### config.mk
export PLATFORM = sky130hd
export DESIGN_NAME = op_executor
export DESIGN_NICKNAME = d
export VERILOG_FILES = /design/src/rtl/op_executor.sv
export SDC_FILE = /design/constraint.sdc
export NUM_CORES = 1
export LEC_CHECK = 0
export BUFFER_PORTS_ARGS = -buffer_cell sky130_fd_sc_hd__buf_2
export CORE_AREA = 2 2 143 250
export CTS_CLUSTER_DIAMETER = 40
export CTS_CLUSTER_SIZE = 12
export DETAILED_ROUTE_END_ITERATION = 6
export DIE_AREA = 0 0 145 252
export SYNTH_ARGS = -nofsm -noshare
export SYNTH_HDL_FRONTEND = slang
export SYNTH_SLANG_ARGS = --single-unit
export TNS_END_PERCENT = 20
### constraint.sdc
create_clock -name clk -period 5.05 [get_ports clk]
set_input_delay 0.2525 -clock clk [delete_from_list [all_inputs] [get_ports clk]]
set_output_delay 0.2525 -clock clk [all_outputs]
set_load 0.02 [all_outputs]
### src/rtl/op_executor.sv
// op_executor: multi-cycle ALU with valid/ready handshakes on both sides.
// Ports:
//   clk, reset          - clock, synchronous active-high reset
//   A, B, op            - operands and operation code, captured when in_valid && in_ready
//   in_valid, in_ready  - request handshake (in_ready high only in IDLE)
//   result, carry, err  - outputs, valid while out_valid is high
//   out_valid, out_ready- response handshake (out_valid high only in DONE)
//   busy                - high while iterating in EXEC
module op_executor #(
    parameter int WIDTH = 32
) (
    input  logic             clk,
    input  logic             reset,
    input  logic [WIDTH-1:0] A,
    input  logic [WIDTH-1:0] B,
    input  logic [4:0]       op,
    input  logic             in_valid,
    output logic             in_ready,
    output logic [WIDTH-1:0] result,
    output logic             carry,
    output logic             err,
    output logic             out_valid,
    input  logic             out_ready,
    output logic             busy
);
    typedef enum logic [1:0] {IDLE, EXEC, DONE} state_t;
    state_t state, state_nx;
    logic [WIDTH-1:0] a_r, b_r, acc, res_nx;
    logic [WIDTH:0]   sum;
    logic [4:0]       op_r;
    logic [5:0]       cnt;
    logic             accept, illegal;
    assign in_ready  = state == IDLE;
    assign out_valid = state == DONE;
    assign busy      = state == EXEC;
    assign accept    = in_valid && in_ready;
    assign illegal   = op_r == 5'd0 || op_r > 5'd8;
    // bit WIDTH is the carry for add and the borrow (A<B) for sub
    assign sum = op_r == 5'd2 ? {1'b0, a_r} - {1'b0, b_r} : {1'b0, a_r} + {1'b0, b_r};
    always_comb begin
        res_nx = (op_r == 5'd1 || op_r == 5'd2) ? sum[WIDTH-1:0] :
                 op_r == 5'd3 ? a_r & b_r :
                 op_r == 5'd4 ? a_r | b_r :
                 op_r == 5'd5 ? a_r ^ b_r :
                 (op_r == 5'd6 || op_r == 5'd7) ? a_r :
                 op_r == 5'd8 ? acc : '0;
    end
    always_comb begin
        state_nx = state;
        case (state)
            IDLE:    state_nx = accept ? EXEC : IDLE;
            EXEC:    state_nx = cnt == 6'd0 ? DONE : EXEC;
            DONE:    state_nx = out_ready ? IDLE : DONE;
            default: state_nx = IDLE;
        endcase
    end
    always_ff @(posedge clk) begin
        if (reset) state <= IDLE;
        else       state <= state_nx;
    end
    always_ff @(posedge clk) begin
        if (reset) begin
            a_r    <= '0;
            b_r    <= '0;
            acc    <= '0;
            op_r   <= '0;
            cnt    <= '0;
            result <= '0;
            carry  <= 1'b0;
            err    <= 1'b0;
        end else if (accept) begin
            a_r   <= A;
            b_r   <= B;
            op_r  <= op;
            acc   <= '0;
            carry <= 1'b0;
            err   <= 1'b0;
            cnt   <= op == 5'd8 ? 6'd32 : (op == 5'd6 || op == 5'd7) ? {1'b0, B[4:0]} : 6'd0;
        end else if (state == EXEC) begin
            if (cnt != 6'd0) begin
                cnt <= cnt - 6'd1;
                // shifts move a_r one bit per step; mul adds A<<i when bit i of B is set
                if (op_r == 5'd6 || op_r == 5'd8) a_r <= a_r << 1;
                if (op_r == 5'd7) a_r <= a_r >> 1;
                if (op_r == 5'd8) begin
                    acc <= acc + (b_r[0] ? a_r : '0);
                    b_r <= b_r >> 1;
                end
            end else begin
                result <= res_nx;
                carry  <= (op_r == 5'd1 || op_r == 5'd2) ? sum[WIDTH] : 1'b0;
                err    <= illegal;
            end
        end
    end
endmodule

==> run metrics, run 1 <==
status finished, final reports clean; FF/Latch Area about 2900 µm²; clock slew at reported path FFs 0.06 ns; io pins 110; Hold WS 0.04485 ns; layout cells sized above 1 0.1142; CTS Buffer Depth 2; Site Rows 90; sequential-to-total area share from yosys stat 0.2401; relative slew slack 0.2497; pin count of the biggest net entering global routing 71; post-synth top area cell dfxtp_1; total CTS buffers 17; Root Buffer Master clkbuf_16; GR Util All Layers 0.2127; crit-path max cell delay approximately 0.69 ns; Crit Path Category reg -> reg; wirelength, routed 39290 µm; Final setup viols 0; startpoint types flop; Final ANT Viol Nets 0; WL/cell 18.65 µm; Final Hold Fails 0; # resized after CTS 0; post-synthesis register bit count 143; CTS tree built; CP Cell Sequence nor3_1 -> and2_1 -> and2b_1 -> a31o_2 -> o21ai_0 -> xnor2_1 -> ha_1 -> nand2_1 -> o21ai_1 -> a21oi_1 -> nor3_1 -> a211o_1 -> a31o_2 -> a31oi_1 -> or4b_1 -> nand3_1; DR pass1 iterations 5; Req. time, crit path 5.44 ns; 1st-iter DRT viols 723; max-cap viol count 0; fin crit period 4.521 ns; Syn Std Cell Area 11920 µm²; Worst-Skew Late Latency ~0.46 ns; DRC errors left 0; RSZ-0062 raised after global routing false; Post-CTS Hold Fix Bufs 0; Hold Path Class in -> reg; Final HPWL DP about 30000 µm; Critical Path Sink Type flop; Filler cells 3580; Yosys cell types 75; Final nets 1837; Post-synth EDFFs 0; crit path max fanout 22; Fin Setup TNS 0 ns; core area 34350 µm²; antenna violations before repair 0; via count roughly 12000; Mapped Avg Cell Area 7.517 µm²; Syn Nets about 1800; IO Port Bufs 109; Crit path arrival time about 4.9 ns; Antenna Cells 0; Initial Util 0.3471; cells after synthesis 1586; Worst-Margin Slew 1.121 ns; final worst slack between 0.5 and 0.6 ns; die area 36540 µm²; Peak VDD IR 0.1785 mV; Area Overhead vs Synth 12.16%; DP Worst Slack 0.6047 ns; top cell type's share of synthesized area 0.2401; ys flop type dfxtp_1; grt ovf 0; max-slew violations 0; first-pass GRT wire length 61710 µm; Setup Buffers After CTS 0; Num Clock Sinks 143; synth warn 0; Fmax approximately 0.22 GHz; Pwr Total between 4 and 5 mW; Crit-path slowest cell and2b_1; die width about 150 µm; Vias/cell between 5 and 6; skew final 0.01414 ns; CTS H-tree depth 4; Post-synth ARST share 0; most frequent cell after synthesis nand2_1; Core Util, Final 0.3894; area taken by multi-input logic gates between 8000 and 9000 µm²; routability cong. between 0.9 and 1; commonest cells in the synthesized netlist 247 x nand2_1, 157 x nor2_1, 143 x dfxtp_1, 130 x a21oi_1, 129 x ha_1; Leak Pwr roughly 5.5 nW; Final Cycle Share 0.8953; Die Y 252 µm; Cell Pwr Density around 340 nW/µm²; vias in the first global route 11320; top cells by area, synth dfxtp_1 24%, ha_1 14%, nand2_1 7.8%
==> critical path: cells and delay by family, from the launching register on <==
family	cells	cell delay [ns]
xor gates and xnor gates	1	0.17
and+or+nand+nor	7	2.29
AOI/OAI and AO/OA	7	1.23
DFF	1	0.39
adders and majority gates	1	0.37
==> per-stage QoR <==
step                instances  cell area (µm²)
floorplan                1586            11920
global route             2106            13370
finish                   2106            13370
detailed placement       2074            12820
CTS                      2106            13370
global placement         2074            12820
==> area by class of cell <==
| type | count | share of cell area |
|---|---|---|
| repair buffers | 130 | 0.05277 |
| clock buffers | 19 | 0.03312 |
| inverters | 80 | 0.02246 |
| well taps | 460 | 0.04304 |
| clock inverters | 13 | 0.008514 |
| multi-input cells | 1261 | 0.6260 |
| flip-flops and latches | 143 | 0.2141 |
==> sequential cells by signal (all words and copies together) (netlist names) <==
signal and count:
err 1, b_r 32, acc 32, carry 1, result 32, cnt 6
state 2, op_r 5, a_r 32
==> power by group <==
group          internal, mW  switching (mW)  leakage [nW]
Combinational         0.707            1.17          4.05
Clock                 0.689           0.536         0.262
Sequential             1.28           0.208          1.17
==> layout by cell type, fill, tap and decap left out, drive strengths merged, types with 8 or more instances in the layout <==
cell type,count
clkbuf,19
o21bai,8
and2,12
a21o,34
buf,130
a21oi,134
xnor2,57
mux2i,16
a22oi,10
a222oi,20
nand2b,12
a311oi,38
inv,83
o21a,11
nand4,12
o21ai,47
nor2b,10
nor2,158
a31oi,11
a221oi,25
nor3,25
nor4,12
a211oi,25
and3,12
dfxtp,143
o211ai,70
xor2,18
ha,129
nand2,248
nand3,27
==> routing by layer <==
metal  GRT usage  wire, µm  vias up  part of all wire
li1            -         -     5869                 -
met4      0.1021      1544        0             0.039
met2      0.3729     19400      346              0.49
met3     0.02984      1626       80             0.041
met5           0         0        -                 0
met1      0.2550     16710     5625              0.43
==> worst paths after layout <==
kind | startpoint | to | slack, ns | cells after the start
max | op_r[3] | result[29] | 0.53 | 16
min | B[31] | b_r[31] | 0.04 | 3
max reg2reg | op_r[3] | result[29] | 0.53 | 16
min reg2reg | state[1] | state[0] | 0.48 | 1
==> logic make-up (layout without fill, tap and decap cells) <==
logic type | count (synthesis) | count (layout) | synth area share
AOI/OAI and AO/OA | 484 | 484 | 0.2839
buffers and inverters | 182 | 242 | 0.06076
adders and majority gates | 131 | 131 | 0.1387
and+or+nand+nor | 555 | 555 | 0.2080
muxes | 16 | 16 | 0.01343
DFF | 143 | 143 | 0.2401
xor gates and xnor gates | 75 | 75 | 0.05509
No activity file was read; power rests on OpenSTA's default activity.
==> inputs of run 2 (changes only) <==
--- a/config.mk
+++ b/config.mk
@@ -11,6 +11,7 @@
 export CTS_CLUSTER_SIZE = 12
 export DETAILED_ROUTE_END_ITERATION = 6
 export DIE_AREA = 0 0 145 252
+export MAX_ROUTING_LAYER = met4
 export SYNTH_ARGS = -nofsm -noshare
 export SYNTH_HDL_FRONTEND = slang
 export SYNTH_SLANG_ARGS = --single-unit
==> run metrics, run 2 (synthesized netlist as in run 1, its figures left out) <==
grt peak-use layer met2; FF/Latch Area 2863 µm²; switching part of the total power 0.4177; total CTS buffers 17; CP Cell Sequence nor3_1 -> and2_1 -> and2b_1 -> buf_4 -> a31oi_1 -> xnor2_1 -> ha_1 -> a21o_1 -> a21oi_1 -> o21ai_1 -> a31o_2 -> a21oi_1 -> o21ai_1 -> a311oi_1 -> mux2i_1 -> nand2_1; skew final 0.01218 ns; RSZ-0062 raised after global routing false; Sw Pwr 1.916 mW; Fmax roughly 0.23 GHz; Num Clock Sinks roughly 140; GRT met1 Usage 0.2659; DRC errors left 0; 1st-iter DRT viols 730; Setup Buffers After CTS 0; Clock power frac 0.262; wirelength, routed 39880 µm; DR pass1 iterations 7; Crit Path Category reg -> reg; core area 34350 µm²; pin count of the biggest net entering global routing 71; fin crit period 4.371 ns; Site Rows 90; total internal power about 2.7 mW; Post-CTS Hold Fix Bufs 0; io pins 110; Vias/cell 5.671; Filler cells between 3000 and 4000; GR Util All Layers 0.2233; antenna violations before repair 0; max-slew violations 0; Final nets about 1800; Fin Setup TNS 0 ns; Area Overhead vs Synth 12.15%; CTS tree built; via count approximately 12000; startpoint types flop; Placed Instances 2075; Leak Pwr 5.494 nW; # resized after CTS 0; Req. time, crit path 5.39 ns; Critical Path Sink Type flop; Final ANT Viol Nets 0; Finished Layout Cells 2107; commonest non-fill, non-tap cell in the layout nand2_1; Final Hold Fails 0; Worst-Margin Slew 1.086 ns; met3 Usage GRT 0.02803; Antenna Cells 0; HP Start B[31]; CP startpoint op_r[3]; Hold Path Class in -> reg; Die Y 252 µm; sequential share of power 0.325; WL/cell 18.93 µm; first-pass GRT wire length 63180 µm; Final Cycle Share 0.8655; Cell Pwr Density 343.2 nW/µm²; Crit path arrival time 4.71 ns; met2 GRT Util 0.3774; max-cap viol count 0; cell family with most CP delay compound AO/OA/AOI/OAI gates; Worst-Skew Late Latency roughly 0.45 ns; die width 145 µm; crit path max fanout 12; CTS Buffer Depth 2; crit-path max cell delay 0.43 ns; Peak VDD IR about 0.19 mV; die area ~37000 µm²; Worst R2R Start op_r[3]; CTS H-tree depth 4; Crit-path slowest cell and2b_1; routability cong. 0.9115; Final HPWL DP 30850 µm; WP buf/inv 1; Final setup viols 0; clock slew at reported path FFs around 0.06 ns; Initial Util 0.3471; status finished, final reports clean; IO Port Bufs 109; relative slew slack 0.2734; Root Buffer Master clkbuf_16; area taken by multi-input logic gates 8372 µm²; grt ovf 0; layout cells sized above 1 0.1135; most frequent cells in the layout 244 x nand2_1, 157 x nor2_1, 143 x dfxtp_1; vias in the first global route 11470; Comb pwr share 0.412
-- run 2: area by class of cell --
| type | count | share of cell area |
|---|---|---|
| multi-input combinational | 1261 | 0.6261 |
| sequential | 143 | 0.2141 |
| timing repair buffer | 131 | 0.05334 |
| tap | 460 | 0.04304 |
| clock buffer | 24 | 0.03677 |
| inverter | 80 | 0.02246 |
| clock inverter | 8 | 0.004211 |
-- run 2: layer usage --
metal / vias to the layer above / part of all wire
met1: 5621 / 0.42
met4: 0 / 0.038
met2: 380 / 0.49
met5: - / 0
li1: 5856 / -
met3: 91 / 0.047
-- run 2: worst reg2reg max path, cell delays in order (launching register included) --
cell and delay, ns:
dfxtp_1 0.39, nor3_1 0.34, and2_1 0.33, and2b_1 0.43, buf_4 0.27, a31oi_1 0.07, xnor2_1 0.14, ha_1 0.34
a21o_1 0.18, a21oi_1 0.13, o21ai_1 0.16, a31o_2 0.34, a21oi_1 0.27, o21ai_1 0.19, a311oi_1 0.37, mux2i_1 0.25
nand2_1 0.06
-- run 2: worst paths after layout --
path | cells after the start | slack (ns) | end
worst max-delay path | 16 | 0.68 | carry
worst min-delay path | 3 | 0.04 | b_r[31]
worst max register to register | 16 | 0.68 | carry
worst min register to register | 1 | 0.47 | state[0]
-- run 2: power groups by stage --
stage          registers [mW]  clock network [mW]  logic (mW)
2_1_floorplan            1.51                   0        1.33
3_3_place_gp             1.51                   0        1.85
3_5_place_dp             1.51                   0        1.87
4_1_cts                  1.49                1.23        1.88
5_1_grt                  1.52                1.27        2.11
6_report                 1.49                1.20        1.89
-- run 2: metrics by stage --
| step | total power, mW | area, µm² | hold slack (ns) | utilization | setup WS [ns] |
|---|---|---|---|---|---|
| floorplan | 2.842 | 11920 | 0.3885 | - | 1.300 |
| global placement | 3.358 | 12820 | 0.4538 | 0.3734 | 0.8576 |
| finish | 4.589 | 13370 | 0.04269 | 0.3893 | 0.6794 |
| detailed placement | 3.384 | 12820 | 0.4580 | 0.3734 | 0.7320 |
| global route | 4.891 | 13370 | 0.04898 | 0.3893 | 0.3169 |
| CTS | 4.602 | 13370 | 0.01636 | 0.3893 | 0.7325 |
==> inputs of run 3 (changes only) <==
==> constraint.sdc (replaced) <==
create_clock -name clk -period 3.75 [get_ports clk]
set_input_delay 0.1875 -clock clk [delete_from_list [all_inputs] [get_ports clk]]
set_output_delay 0.1875 -clock clk [all_outputs]
set_load 0.02 [all_outputs]
==> run metrics, run 3 (synthesized netlist as in run 1, its figures left out) <==
Final setup viols 0; Fmax 0.2755 GHz; met1 WL 17320 µm; 1st-iter DRT viols just under 800; total CTS buffers 17; Crit Path Category reg -> reg; die area 36540 µm²; metal3 WL approximately 2000 µm; status finished, final reports clean; startpoint types flop; Peak VDD IR 0.2802 mV; Crit path arrival time 3.97 ns; max-cap viol count 0; Critical R2R Capture carry; antenna violations before repair 0; DRC errors left 0; Worst-Skew Late Latency roughly 0.46 ns; Final Hold Fails 0; wirelength, routed 41660 µm; clock slew at reported path FFs 0.06 ns; Vias/cell 5.637; top routing layer used met4; grt ovf 0; Worst R2R Start b_r[12]; first-pass GRT wire length about 65000 µm; hold worst-path end b_r[20]; Die Y 252 µm; fin crit period ~3.6 ns; Cell Pwr Density 472.0 nW/µm²; Final ANT Viol Nets 0; WL/cell 19.06 µm; layout cells sized above 1 0.1599; Antenna Cells 0; hold path depth 3; io pins 110; CTS tree built; Num Clock Sinks between 100 and 150; vias in the first global route 11820; via count roughly 12000; Final Cell Area about 14000 µm²; met2 WL 20070 µm; most frequent cells in the layout 244 x nand2_1, 156 x nor2_1, 143 x dfxtp_1; Pwr Total 6.692 mW; DR pass1 iterations 6; Final nets 1917; Root Buffer Master clkbuf_16; Site Rows 90; Req. time, crit path 4.09 ns; routability cong. between 0.9 and 1; Worst-Margin Slew 1.122 ns; GR Util All Layers 0.2320; Leak Pwr 5.962 nW; pin count of the biggest net entering global routing between 100 and 150; Reg2Reg Depth 18; CTS H-tree depth 4; skew final 0.01312 ns; core area ~34000 µm²; Filler cells 3596; commonest non-fill, non-tap cell in the layout nand2_1; R2R setup slack around 0.12 ns; RSZ-0062 raised after global routing true; relative slew slack 0.2494; HP Start B[20]; placed instance area 13450 µm²; crit path max fanout 5; Hold WS 0.01657 ns; Critical Path Sink Type flop; Final HPWL DP 32390 µm; max-slew violations 0; Area Overhead vs Synth 18.93%; die width 145 µm; Hold Path Class in -> reg; IO Port Bufs 109; Final Cycle Share 0.9679; CTS Buffer Depth 2; Initial Util 0.3471
## run 3: how the worst max path moves through the flow
| stage | start | to | slack, ns | cells past startpoint |
|---|---|---|---|---|
| after global routing | b_r[12] | carry | -0.08 | 18 |
| after CTS | b_r[12] | carry | 0.09 | 18 |
| final | b_r[12] | carry | 0.12 | 18 |
| after detailed placement | b_r[12] | result[31] | -0.03 | 18 |
| after global placement | b_r[12] | carry | 0.12 | 18 |
| after floorplan | b_r[0] | result[31] | 0.07 | 17 |
## run 3: metal layers
layer,GRT usage,up-vias
li1,-,6028
met1,0.2727,5776
met2,0.3827,419
met3,0.03002,100
met4,0.1313,0
met5,-,-
## run 3: layout make-up
| class | count | area (µm²) | area share |
|---|---|---|---|
| Clock buffer | 24 | 491.7 | 0.03468 |
| Clock inverter | 8 | 128.9 | 0.009089 |
| Inverter | 80 | 300.3 | 0.02118 |
| Multi-Input combinational cell | 1261 | 8444 | 0.5955 |
| Sequential cell | 143 | 2863 | 0.2019 |
| Tap cell | 460 | 575.6 | 0.04059 |
| Timing Repair Buffer | 210 | 1376 | 0.09706 |
## run 3: critical path, stage by stage, from the launching register on
cell and delay (ns):
dfxtp_1 0.32, inv_1 0.10, nand4_1 0.20, nor4_2 0.24, buf_4 0.17, nand2_1 0.09, nor3_2 0.19, a31oi_1 0.13
xnor2_1 0.14, ha_1 0.34, a21o_1 0.22, a21o_1 0.17, a21o_1 0.17, a21o_1 0.17, a21oi_1 0.13, o21ai_1 0.15
a311oi_2 0.31, mux2i_1 0.23, nand2_1 0.06
## run 3: metrics by stage
| step | TNS, ns | worst slack (ns) | instances | utilization |
|---|---|---|---|---|
| floorplan | 0 | 0.07401 | 1586 | - |
| global placement | 0 | 0.1180 | 2150 | 0.3916 |
| detailed placement | -0.03775 | -0.03205 | 2150 | 0.3916 |
| CTS | 0 | 0.09190 | 2185 | 0.4109 |
| global route | -0.2547 | -0.08413 | 2186 | 0.4129 |
| finish | 0 | 0.1203 | 2186 | 0.4129 |
## run 3: report_power, final
group,internal [mW],switching (mW)
sequential,1.73,0.212
combinational,1.17,1.76
clock,1.12,0.706
total,4.02,2.68
## run 3: repair_timing
item | 4_1_cts | 5_1_grt
hold buffers | 3 | 0
pin swaps | 0 | 5
hold endpoints to repair | 3 | 0
gates resized for setup | 2 | 12
buffers inserted | 0 | 1
endpoints found under the setup margin | 3 | 11
